File: config.mk
export PLATFORM = sky130hd
export DESIGN_NAME = rr_stream_arbiter_flat
export DESIGN_NICKNAME = d
export VERILOG_FILES = /design/src/rtl/rr_stream_arbiter_if.sv /design/src/rtl/rr_stream_arbiter.sv /design/src/flat_wrapper.sv
export SDC_FILE = /design/constraint.sdc
export NUM_CORES = 1
export LEC_CHECK = 0
export CAP_MARGIN = 20
export CELL_PAD_IN_SITES_DETAIL_PLACEMENT = 1
export CELL_PAD_IN_SITES_GLOBAL_PLACEMENT = 2
export CORE_UTILIZATION = 12
export DETAILED_ROUTE_END_ITERATION = 10
export HOLD_SLACK_MARGIN = 0.12
export PLACE_DENSITY_LB_ADDON = 0.1
export RECOVER_POWER = 50
export SKIP_LAST_GASP = 1
export SYNTH_ARGS = -nofsm -noshare
export SYNTH_HDL_FRONTEND = slang
export SYNTH_SLANG_ARGS = --single-unit
File: constraint.sdc
create_clock -name clk -period 3.9 [get_ports clk]
set_input_delay 0.585 -clock clk [delete_from_list [all_inputs] [get_ports clk]]
set_output_delay 0.585 -clock clk [all_outputs]
set_load 0.01 [all_outputs]
File: src/rtl/rr_stream_arbiter_if.sv
// Request/response bundle between N stream producers, the round-robin arbiter
// and the single downstream consumer it feeds.
interface rr_stream_arbiter_if #(
   parameter int N     = 4,
   parameter int WIDTH = 32,
   parameter int SRC_W = $clog2(N)
);
   logic [N-1:0]       in_valid;
   logic [N-1:0]       in_ready;
   logic [N*WIDTH-1:0] in_data;
   logic [N-1:0]       in_last;
   logic               out_valid;
   logic               out_ready;
   logic [WIDTH-1:0]   out_data;
   logic               out_last;
   logic [SRC_W-1:0]   out_src;
   logic               locked;

   // Arbiter side.
   modport slave (
      input  in_valid, in_data, in_last, out_ready,
      output in_ready, out_valid, out_data, out_last, out_src, locked
   );

   // Environment side: producers plus the downstream consumer.
   modport master (
      output in_valid, in_data, in_last, out_ready,
      input  in_ready, out_valid, out_data, out_last, out_src, locked
   );
endinterface

File: src/rtl/rr_stream_arbiter.sv
// N-to-1 round-robin stream arbiter with packet locking on a last flag.
// Zero-latency, storage-free datapath; only grant state is registered.
module rr_stream_arbiter #(
   parameter int N     = 4,
   parameter int WIDTH = 32,
   parameter int SRC_W = $clog2(N)
) (
   input  logic               clk,
   input  logic               rst,
   input  logic               flush,
   rr_stream_arbiter_if.slave bus
);
   typedef enum logic {IDLE, LOCKED} state_t;

   state_t           st;
   logic [SRC_W-1:0] ptr;
   logic [SRC_W-1:0] owner;
   logic [SRC_W-1:0] rr_idx;
   logic [SRC_W-1:0] gidx;
   logic             any_valid;
   logic             show;
   logic             fire;

   function automatic logic [SRC_W-1:0] wrap_inc(input logic [SRC_W-1:0] x);
      return (x == SRC_W'(N - 1)) ? '0 : x + SRC_W'(1);
   endfunction

   // First valid requester scanning ptr, ptr+1, ... with wrap at N.
   always_comb begin
      logic found;
      int   j;
      // NOTE: every variable gets a default first so no path leaves it unassigned and no latch is inferred.
      found  = 1'b0;
      rr_idx = '0;
      j      = 0;
      for (int k = 0; k < N; k++) begin
         j = int'(ptr) + k;
         if (j >= N) j = j - N;
         if (!found && bus.in_valid[j]) begin
            found  = 1'b1;
            rr_idx = SRC_W'(j);
         end
      end
   end

   assign any_valid     = |bus.in_valid;
   assign gidx          = (st == LOCKED) ? owner : rr_idx;
   assign bus.out_valid = (st == LOCKED) ? bus.in_valid[owner] : any_valid;
   assign show          = (st == LOCKED) || any_valid;
   assign bus.out_src   = gidx;
   assign fire          = bus.out_valid && bus.out_ready;
   assign bus.locked    = (st == LOCKED);

   always_comb begin
      bus.out_data = '0;
      bus.out_last = 1'b0;
      bus.in_ready = '0;
      for (int i = 0; i < N; i++) begin
         if (show && SRC_W'(i) == gidx) begin
            bus.out_data = bus.in_data[i*WIDTH +: WIDTH];
            bus.out_last = bus.in_last[i];
         end
         bus.in_ready[i] = fire && (SRC_W'(i) == gidx);
      end
   end

   // NOTE: registered state uses non-blocking assignments and an asynchronous reset; there is no storage array to reset.
   always_ff @(posedge clk or posedge rst) begin
      if (rst) begin
         st    <= IDLE;
         ptr   <= '0;
         owner <= '0;
      end else if (flush) begin
         st  <= IDLE;
         ptr <= '0;
      end else begin
         case (st)
            IDLE: begin
               if (fire) begin
                  if (bus.out_last) begin
                     ptr <= wrap_inc(gidx);
                  end else begin
                     st    <= LOCKED;
                     owner <= gidx;
                  end
               end
            end
            LOCKED: begin
               // Lock releases only when the owner's last beat is accepted.
               if (fire && bus.out_last) begin
                  st  <= IDLE;
                  ptr <= wrap_inc(owner);
               end
            end
            default: st <= IDLE;
         endcase
      end
   end
endmodule
File: src/flat_wrapper.sv
// flat-port wrapper written by rule: the top's interface ports become plain ports
module rr_stream_arbiter_flat 
#(
   parameter int N     = 4,
   parameter int WIDTH = 32,
   parameter int SRC_W = $clog2(N)
)
  (clk, rst, flush, bus_in_valid, bus_in_data, bus_in_last, bus_out_ready, bus_in_ready, bus_out_valid, bus_out_data, bus_out_last, bus_out_src, bus_locked);
  rr_stream_arbiter_if #(.N(N), .WIDTH(WIDTH), .SRC_W(SRC_W)) bus_i ();
  input  logic clk;
  input  logic rst;
  input  logic flush;
  input wire logic [$bits(bus_i.in_valid)-1:0] bus_in_valid;
  input wire logic [$bits(bus_i.in_data)-1:0] bus_in_data;
  input wire logic [$bits(bus_i.in_last)-1:0] bus_in_last;
  input wire logic [$bits(bus_i.out_ready)-1:0] bus_out_ready;
  output wire logic [$bits(bus_i.in_ready)-1:0] bus_in_ready;
  output wire logic [$bits(bus_i.out_valid)-1:0] bus_out_valid;
  output wire logic [$bits(bus_i.out_data)-1:0] bus_out_data;
  output wire logic [$bits(bus_i.out_last)-1:0] bus_out_last;
  output wire logic [$bits(bus_i.out_src)-1:0] bus_out_src;
  output wire logic [$bits(bus_i.locked)-1:0] bus_locked;
  assign bus_i.in_valid = bus_in_valid;
  assign bus_i.in_data = bus_in_data;
  assign bus_i.in_last = bus_in_last;
  assign bus_i.out_ready = bus_out_ready;
  assign bus_in_ready = bus_i.in_ready;
  assign bus_out_valid = bus_i.out_valid;
  assign bus_out_data = bus_i.out_data;
  assign bus_out_last = bus_i.out_last;
  assign bus_out_src = bus_i.out_src;
  assign bus_locked = bus_i.locked;
  rr_stream_arbiter #(.N(N), .WIDTH(WIDTH), .SRC_W(SRC_W)) u_core (.clk(clk), .rst(rst), .flush(flush), .bus(bus_i));
endmodule
# [Yosys cells after proc, flatten, opt, wreduce, memory -nomap -nowiden]
# Cells that the tools add are included.
[word_totals] register_bits=5 in_bits=140 out_inout_bits=41 elab_cells=100
[classes] order_cmp=9 eq_ne=8 n_addsub=9 bitwise=3 n_reduce_logical=21 n_mux=47
[op_table] op="32-bit 2-to-1 mux" n=8
[op_table] op="32-bit by 4-bit less-than comparator with 1-bit output (second input constant)" n=4
[op_table] op="32-bit by 4-bit >= comparator with 1-bit output (second input constant)" n=3
[op_table] op="32-bit by 4-bit subtractor with 32-bit output (second input constant)" n=3
[op_table] op="2-bit 2-to-1 mux" n=11
[op_table] op="1-bit 2-to-1 mux" n=21
[op_table] op="1-bit logical AND" n=13
[op_table] op="1-bit binary-select mux with 2-bit select" n=5
[op_table] op="2-bit by 2-bit adder with 3-bit output (second input constant)" n=2
[op_table] op="3-bit by 2-bit inequality test with 1-bit output (second input constant)" n=2
[op_table] op="2-bit by 1-bit adder with 2-bit output (second input constant)" n=2
[op_table] op="2-bit equality test (first input constant)" n=2
[op_table] op="2-bit equality test (second input constant)" n=2
[op_table] op="2-bit one-hot mux with 2 select lines" n=1
[op_table] op="4-bit AND reduction" n=1
[op_table] op="4-bit OR reduction" n=1
[op_table] op="2-bit by 3-bit subtractor with 4-bit output (second input constant)" n=1
[op_table] op="2-bit by 1-bit adder with 3-bit output (second input constant)" n=1
[op_table] op="2-bit by 3-bit >= comparator with 1-bit output (second input constant)" n=1
[op_table] op="1-bit zero test" n=3
[op_table] op="2-bit by 3-bit less-than comparator with 1-bit output (second input constant)" n=1
[op_table] op="3-bit inequality test (second input constant)" n=1
[op_table] op="1-bit inverter" n=3
[op_table] op="3-bit AND reduction" n=1
[op_table] op="4 further kinds" n=4

# [Logic depth before layout (Yosys ltp)]
[depth] ltp_word=26 mapped_depth=13 mapped_depth_nobuf=11

# [Worst setup path after synthesis]
# Ideal clock, no wire load.
[synth_path] path_kind="in2out" start="in bus_in_valid[2]" end="out bus_out_data[10]" setup_slack_ns=0.581 n_path_buf=2 t_arrival_ns=2.734 path_stages=12 t_required_ns=3.315 path_cell_list="nor2_1 > or2_0 > a21o_1 > a221oi_1 > a21o_1 > ha_1 > clkbuf_1 > buf_1 > a21oi_1 > a21oi_1 > o21ai_0 > and2_1"
[synth_between] elab_chain_cells=20 elab_cells_between_ends=40 cone_classes="eq/ne: 3; mux: 24; reduce/logical: 13"
[synth_lines] item="start: declaration" line="flat_wrapper.sv:13" rtl="input wire logic [$bits(bus_i.in_valid)-1:0] bus_in_valid;"
[synth_lines] item="1-bit binary-select mux with 2-bit select" line="rr_stream_arbiter.sv:39" rtl="if (!found && bus.in_valid[j]) begin"
[synth_lines] item="1-bit 2-to-1 mux (implied by the code) (2 in a row)" line="rr_stream_arbiter.sv:39"
[synth_lines] item="1-bit 2-to-1 mux" line="rr_stream_arbiter.sv:39"
[synth_lines] item="1-bit zero test" line="rr_stream_arbiter.sv:39"
[synth_lines] item="1-bit logical AND" line="rr_stream_arbiter.sv:39"
[synth_lines] item="1-bit 2-to-1 mux" line="rr_stream_arbiter.sv:39"
[synth_lines] item="1-bit zero test" line="rr_stream_arbiter.sv:39"
[synth_lines] item="1-bit logical AND" line="rr_stream_arbiter.sv:39"
[synth_lines] item="(+2 left out)"
[synth_lines] item="1-bit logical AND" line="rr_stream_arbiter.sv:39"
[synth_lines] item="2-bit 2-to-1 mux *" line="rr_stream_arbiter.sv:39"
[synth_lines] item="2-bit 2-to-1 mux *" line="rr_stream_arbiter.sv:47" rtl="assign gidx = (st == LOCKED) ? owner : rr_idx;"
[synth_lines] item="named net bus_out_src[1]" line="flat_wrapper.sv:21" rtl="output wire logic [$bits(bus_i.out_src)-1:0] bus_out_src;"
[synth_lines] item="2-bit zero test" line="rr_stream_arbiter.sv:59" rtl="if (show && SRC_W'(i) == gidx) begin"
[synth_lines] item="1-bit logical AND" line="rr_stream_arbiter.sv:59"
[synth_lines] item="32-bit 2-to-1 mux (3 in a row)" line="rr_stream_arbiter.sv:59"
[synth_lines] item="32-bit 2-to-1 mux *" line="rr_stream_arbiter.sv:59"
[synth_lines] item="end: declaration" line="flat_wrapper.sv:19" rtl="output wire logic [$bits(bus_i.out_data)-1:0] bus_out_data;"
# Mark *: on every way through the listed nets, which the timed path passes. The rest lies on a longest branch. The select of a mux whose other input is x is not followed.

# [Final worst setup path]
[layout_path] start="in bus_in_valid[2]" end="out bus_out_data[31]"
[layout_between] elab_chain_cells=20 elab_cells_between_ends=40 cone_classes="eq/ne: 3; mux: 24; reduce/logical: 13"
[layout_lines] item="1-bit binary-select mux with 2-bit select" line="rr_stream_arbiter.sv:39"
[layout_lines] item="1-bit 2-to-1 mux (implied by the code) (2 in a row)" line="rr_stream_arbiter.sv:39"
[layout_lines] item="1-bit 2-to-1 mux" line="rr_stream_arbiter.sv:39"
[layout_lines] item="1-bit zero test" line="rr_stream_arbiter.sv:39"
[layout_lines] item="1-bit logical AND" line="rr_stream_arbiter.sv:39"
[layout_lines] item="1-bit 2-to-1 mux" line="rr_stream_arbiter.sv:39"
[layout_lines] item="1-bit zero test" line="rr_stream_arbiter.sv:39"
[layout_lines] item="1-bit logical AND" line="rr_stream_arbiter.sv:39"
[layout_lines] item="1-bit 2-to-1 mux" line="rr_stream_arbiter.sv:39"
[layout_lines] item="1-bit zero test" line="rr_stream_arbiter.sv:39"
[layout_lines] item="1-bit logical AND" line="rr_stream_arbiter.sv:39"
[layout_lines] item="2-bit 2-to-1 mux" line="rr_stream_arbiter.sv:39"
[layout_lines] item="2-bit 2-to-1 mux" line="rr_stream_arbiter.sv:47"
[layout_lines] item="2-bit zero test" line="rr_stream_arbiter.sv:59"
[layout_lines] item="1-bit logical AND" line="rr_stream_arbiter.sv:59"
[layout_lines] item="32-bit 2-to-1 mux (3 in a row)" line="rr_stream_arbiter.sv:59"
[layout_lines] item="32-bit 2-to-1 mux *" line="rr_stream_arbiter.sv:59"
# Mark *: on every way between the ends. The rest lies on a longest branch, timed or not. The select of a mux whose other input is x is not followed.

==> qor.csv <==
stage,metric,value,unit
outcome,status,"finished, final reports clean",
global_routing,use_met3,2.491,%
worst_hold_path,hold_class,flop to flop,
critical_path,rr_endpoint,u_core.ptr[0]$_DFFE_PP0P_,
timing,fmax,265.1,MHz
layout,final_nets,649,
layout,fillers,1773,
critical_path,reg2regPathDepth,13,
route,wl,10220,um
timing,post-route-period-util,96.74,%
floorplanning,die_y,124.6,um
global_routing,use_met1,15.83,%
timing,tns,0,ns
critical_path,cp-end-kind,output port,
global_routing,grt_remaining_overflow,0,
critical_path,critPathLaunchType,primary input,
layout,drive_gt1_share,17.06,%
power,power.internal,1.148,mW
clock_network,cts_tree,done,
clock_network,worstSkewPairLatency,0.23,ns
timing,setup_viol,0,
clock_network,htreeDepth,1,
timing,fin_hold_ws,0.6316,ns
timing,fin_ws,0.1273,ns
placement,place_congestion,0.7462,
route,ant_nets,0,
timing,worst_pin_slew,0.3272,ns
route,drt_iter0_markers,98,
critical_path,cp.arrival,3.19,ns
critical_path,slowest_stage,clkdlybuf4s50_1,
critical_path,crit_end,bus_out_data[31],
critical_path,worstSetupPathType,primary input to output port,
timing,slew_headroom,78.19,%
yosys,yosysTopAreaCell,a21oi_1,
power,power.net_switching,0.9632,mW
timing,post-route-min-period,3.773,ns
route,wl_per_cell,14.85,um
floorplanning,rows,44,
route,drtPass1Iterations,4,
clock_network,cts.sinks,5,
yosys,netlist_instances,318,
power,netSwitchingFraction,45.63,%
global_routing,grt_usage,12.66,%
yosys,syn-cell-area,1804,um^2
critical_path,crit_path_cell_trace,clkdlybuf4s50_1 -> buf_4 -> inv_1 -> buf_4 -> a2bb2oi_1 -> a221o_1 -> clkbuf_1 -> ha_4 -> buf_12 -> nand3b_1 -> a21oi_1 -> a21oi_1 -> o21ai_0 -> and2_1 -> clkbuf_2,
layout,layout_commonest_cell,clkdlybuf4s50_1,
placement,post-place-ws,-0.4432,ns
critical_path,worst_ep_required_time,3.31,ns
yosys,synthDistinctLibCells,31,
route,vias,2863,
layout,finalInstanceArea,4084,um^2
power,pwr-share-comb,87.2,%
placement,io_buffer_count,180,
floorplanning,start_util,12.37,%
placement,dp.final_hpwl,8109,um
layout,finalCoreUtilization,27.99,%
yosys,synth_top_area_share,19.14,%
global_routing,antenna_found_initial,0,
global_routing,grt_pass1_vias,2999,
clock_network,cts_made_buffers,3,
floorplanning,coreArea,14590,um^2
critical_path,r2r_setup_slack,0.90,ns
yosys,synth_area_leaders,"a21oi_1, nand2_1, nand3b_1, and2_1, o21ai_0",
clock_network,cts_root_buf,clkbuf_16,
layout,final_cells,688,
power,clock_power_share,8.1,%
critical_path,crit_path_max_fanout,32,
clock_network,clockBufferDepth,2,
power,p_total,2.111,mW
global_routing,grt_max_degree,39,
job,drv_cap,0,
global_routing,grt_pass1_wl,15980,um
yosys,syn-num-nets,462,
power,leakagePower,1.546,nW
placement,placed_area,4004,um^2
floorplanning,die_w,124.6,um
layout,areaGrowthSynthToFinish,126.4,%
yosys,synth_area_per_cell,5.674,um^2
global_routing,grt.busiest_layer,met2,
layout,final_cell_mix,"clkdlybuf4s50_1, nand2_1, a21oi_1",
global_routing,grtUsageMet2,22.33,%
floorplanning,dieArea,15530,um^2
route,drc,0,
floorplanning,io_pins,181,
yosys,ys_seq_area_share,6.935,%
critical_path,slowest_delay,0.49,ns
timing,drv_slew,0,
timing,fin_skew,0.0003463,ns
placement,dp.cells,681,
route,viasPerCell,4.161,
timing,rsz0062_at_grt,false,
critical_path,startpoint,bus_in_valid[2],
yosys,yosys_warnings,0,
layout,n_antenna_cell,0,
timing,hold_violations,0,
clock_network,clkTransAtPathRegs,0.03,ns
power,cellPowerDensity,516.8,nW/um^2
power,ir_drop,0.2102,mV
yosys,ys_seq_elements,5,
critical_path,r2r-start,u_core.ptr[1]$_DFFE_PP0P_,
power,power.share.sequential,4.8,%
-- logic make-up (layout without fill, tap and decap cells) --
kind of cell	after synthesis	in the layout	share of synthesized area (%)
and+or+nand+nor	157	157	46.32
DFF	5	5	6.935
adders and majority gates	4	4	2.774
muxes	3	3	2.705
xor gates and xnor gates	1	1	0.4855
AOI/OAI and AO/OA	114	114	33.50
buffers and inverters	34	220	7.282
-- state kept, by name, indices dropped and copies added (netlist names) --
signal,cells
u_core.owner,2
u_core.ptr,2
u_core.bus.locked,1
-- area by class of cell --
type / count / area (um^2) / area share, %
tap: 184 / 230.2 / 5.637
sequential: 5 / 125.1 / 3.064
timing repair buffer: 211 / 1953 / 47.82
clock buffer: 4 / 78.83 / 1.930
inverter: 5 / 18.77 / 0.4596
multi-input combinational: 279 / 1678 / 41.08
-- power by group through the flow --
stage	logic, mW	registers (mW)	clock network (mW)
global placement	1.97	0.0964	0
floorplan	0.986	0.0876	0
finish	1.84	0.100	0.170
global route	2.05	0.104	0.175
CTS	1.90	0.0994	0.173
detailed placement	1.97	0.0966	0
-- cells in the mapped netlist --
| master | n |
|---|---|
| a221o_1 | 1 |
| or4_1 | 2 |
| a221oi_1 | 1 |
| mux4_1 | 1 |
| mux2_2 | 2 |
| nor2_1 | 6 |
| a21o_1 | 2 |
| nor2b_1 | 2 |
| nand3b_1 | 32 |
| nand3_1 | 2 |
| buf_1 | 3 |
| buf_4 | 1 |
| a2bb2oi_1 | 1 |
| ha_1 | 4 |
| dfrtp_1 | 5 |
| clkbuf_1 | 25 |
| nor3_1 | 3 |
| inv_1 | 5 |
| nand2_1 | 67 |
| xor2_1 | 1 |
| or2_0 | 1 |
| o32ai_1 | 1 |
| nand2b_1 | 3 |
| and3_1 | 1 |
| a211o_1 | 1 |
| a21oi_1 | 69 |
| a2111oi_0 | 1 |
| o31ai_1 | 2 |
| o21ai_0 | 35 |
| nand4_1 | 1 |
| and2_1 | 37 |
-- critical path, delay by kind of cell --
kind	cells	cell delay, ns
adder cells (fa/ha/maj)	1	0.19
AND/OR/NAND/NOR	2	0.30
buffers and inverters	7	1.22
AO/OA/AOI/OAI	5	0.86
-- metal layers --
layer | part of all wire, % | wire length [um]
met5 | 0 | 0
met4 | 1.2 | 121
met3 | 5.7 | 583
met2 | 48 | 4951
met1 | 45 | 4562
-- worst min path at each step --
stage / from / endpoint / slack [ns] / cells after the start
6_report: u_core.owner[0]$_DFFE_PP0P_ / u_core.owner[0]$_DFFE_PP0P_ / 0.63 / 1
5_1_grt: u_core.owner[0]$_DFFE_PP0P_ / u_core.owner[0]$_DFFE_PP0P_ / 0.68 / 1
4_1_cts: rst / u_core.ptr[0]$_DFFE_PP0P_ / 0.56 / 2
3_5_place_dp: u_core.owner[0]$_DFFE_PP0P_ / u_core.owner[0]$_DFFE_PP0P_ / 0.61 / 1
3_3_place_gp: u_core.owner[0]$_DFFE_PP0P_ / u_core.owner[0]$_DFFE_PP0P_ / 0.61 / 1
2_1_floorplan: rst / u_core.bus.locked$_DFF_PP0_ / 0.36 / 1
-- repair_timing --
action,in CTS,in global routing
setup buffers,2,1
pin swaps,3,5
endpoints found under the setup margin,35,34
resized for setup,52,86
hold buffers,0,0
Power figures use the tool's default switching activity.
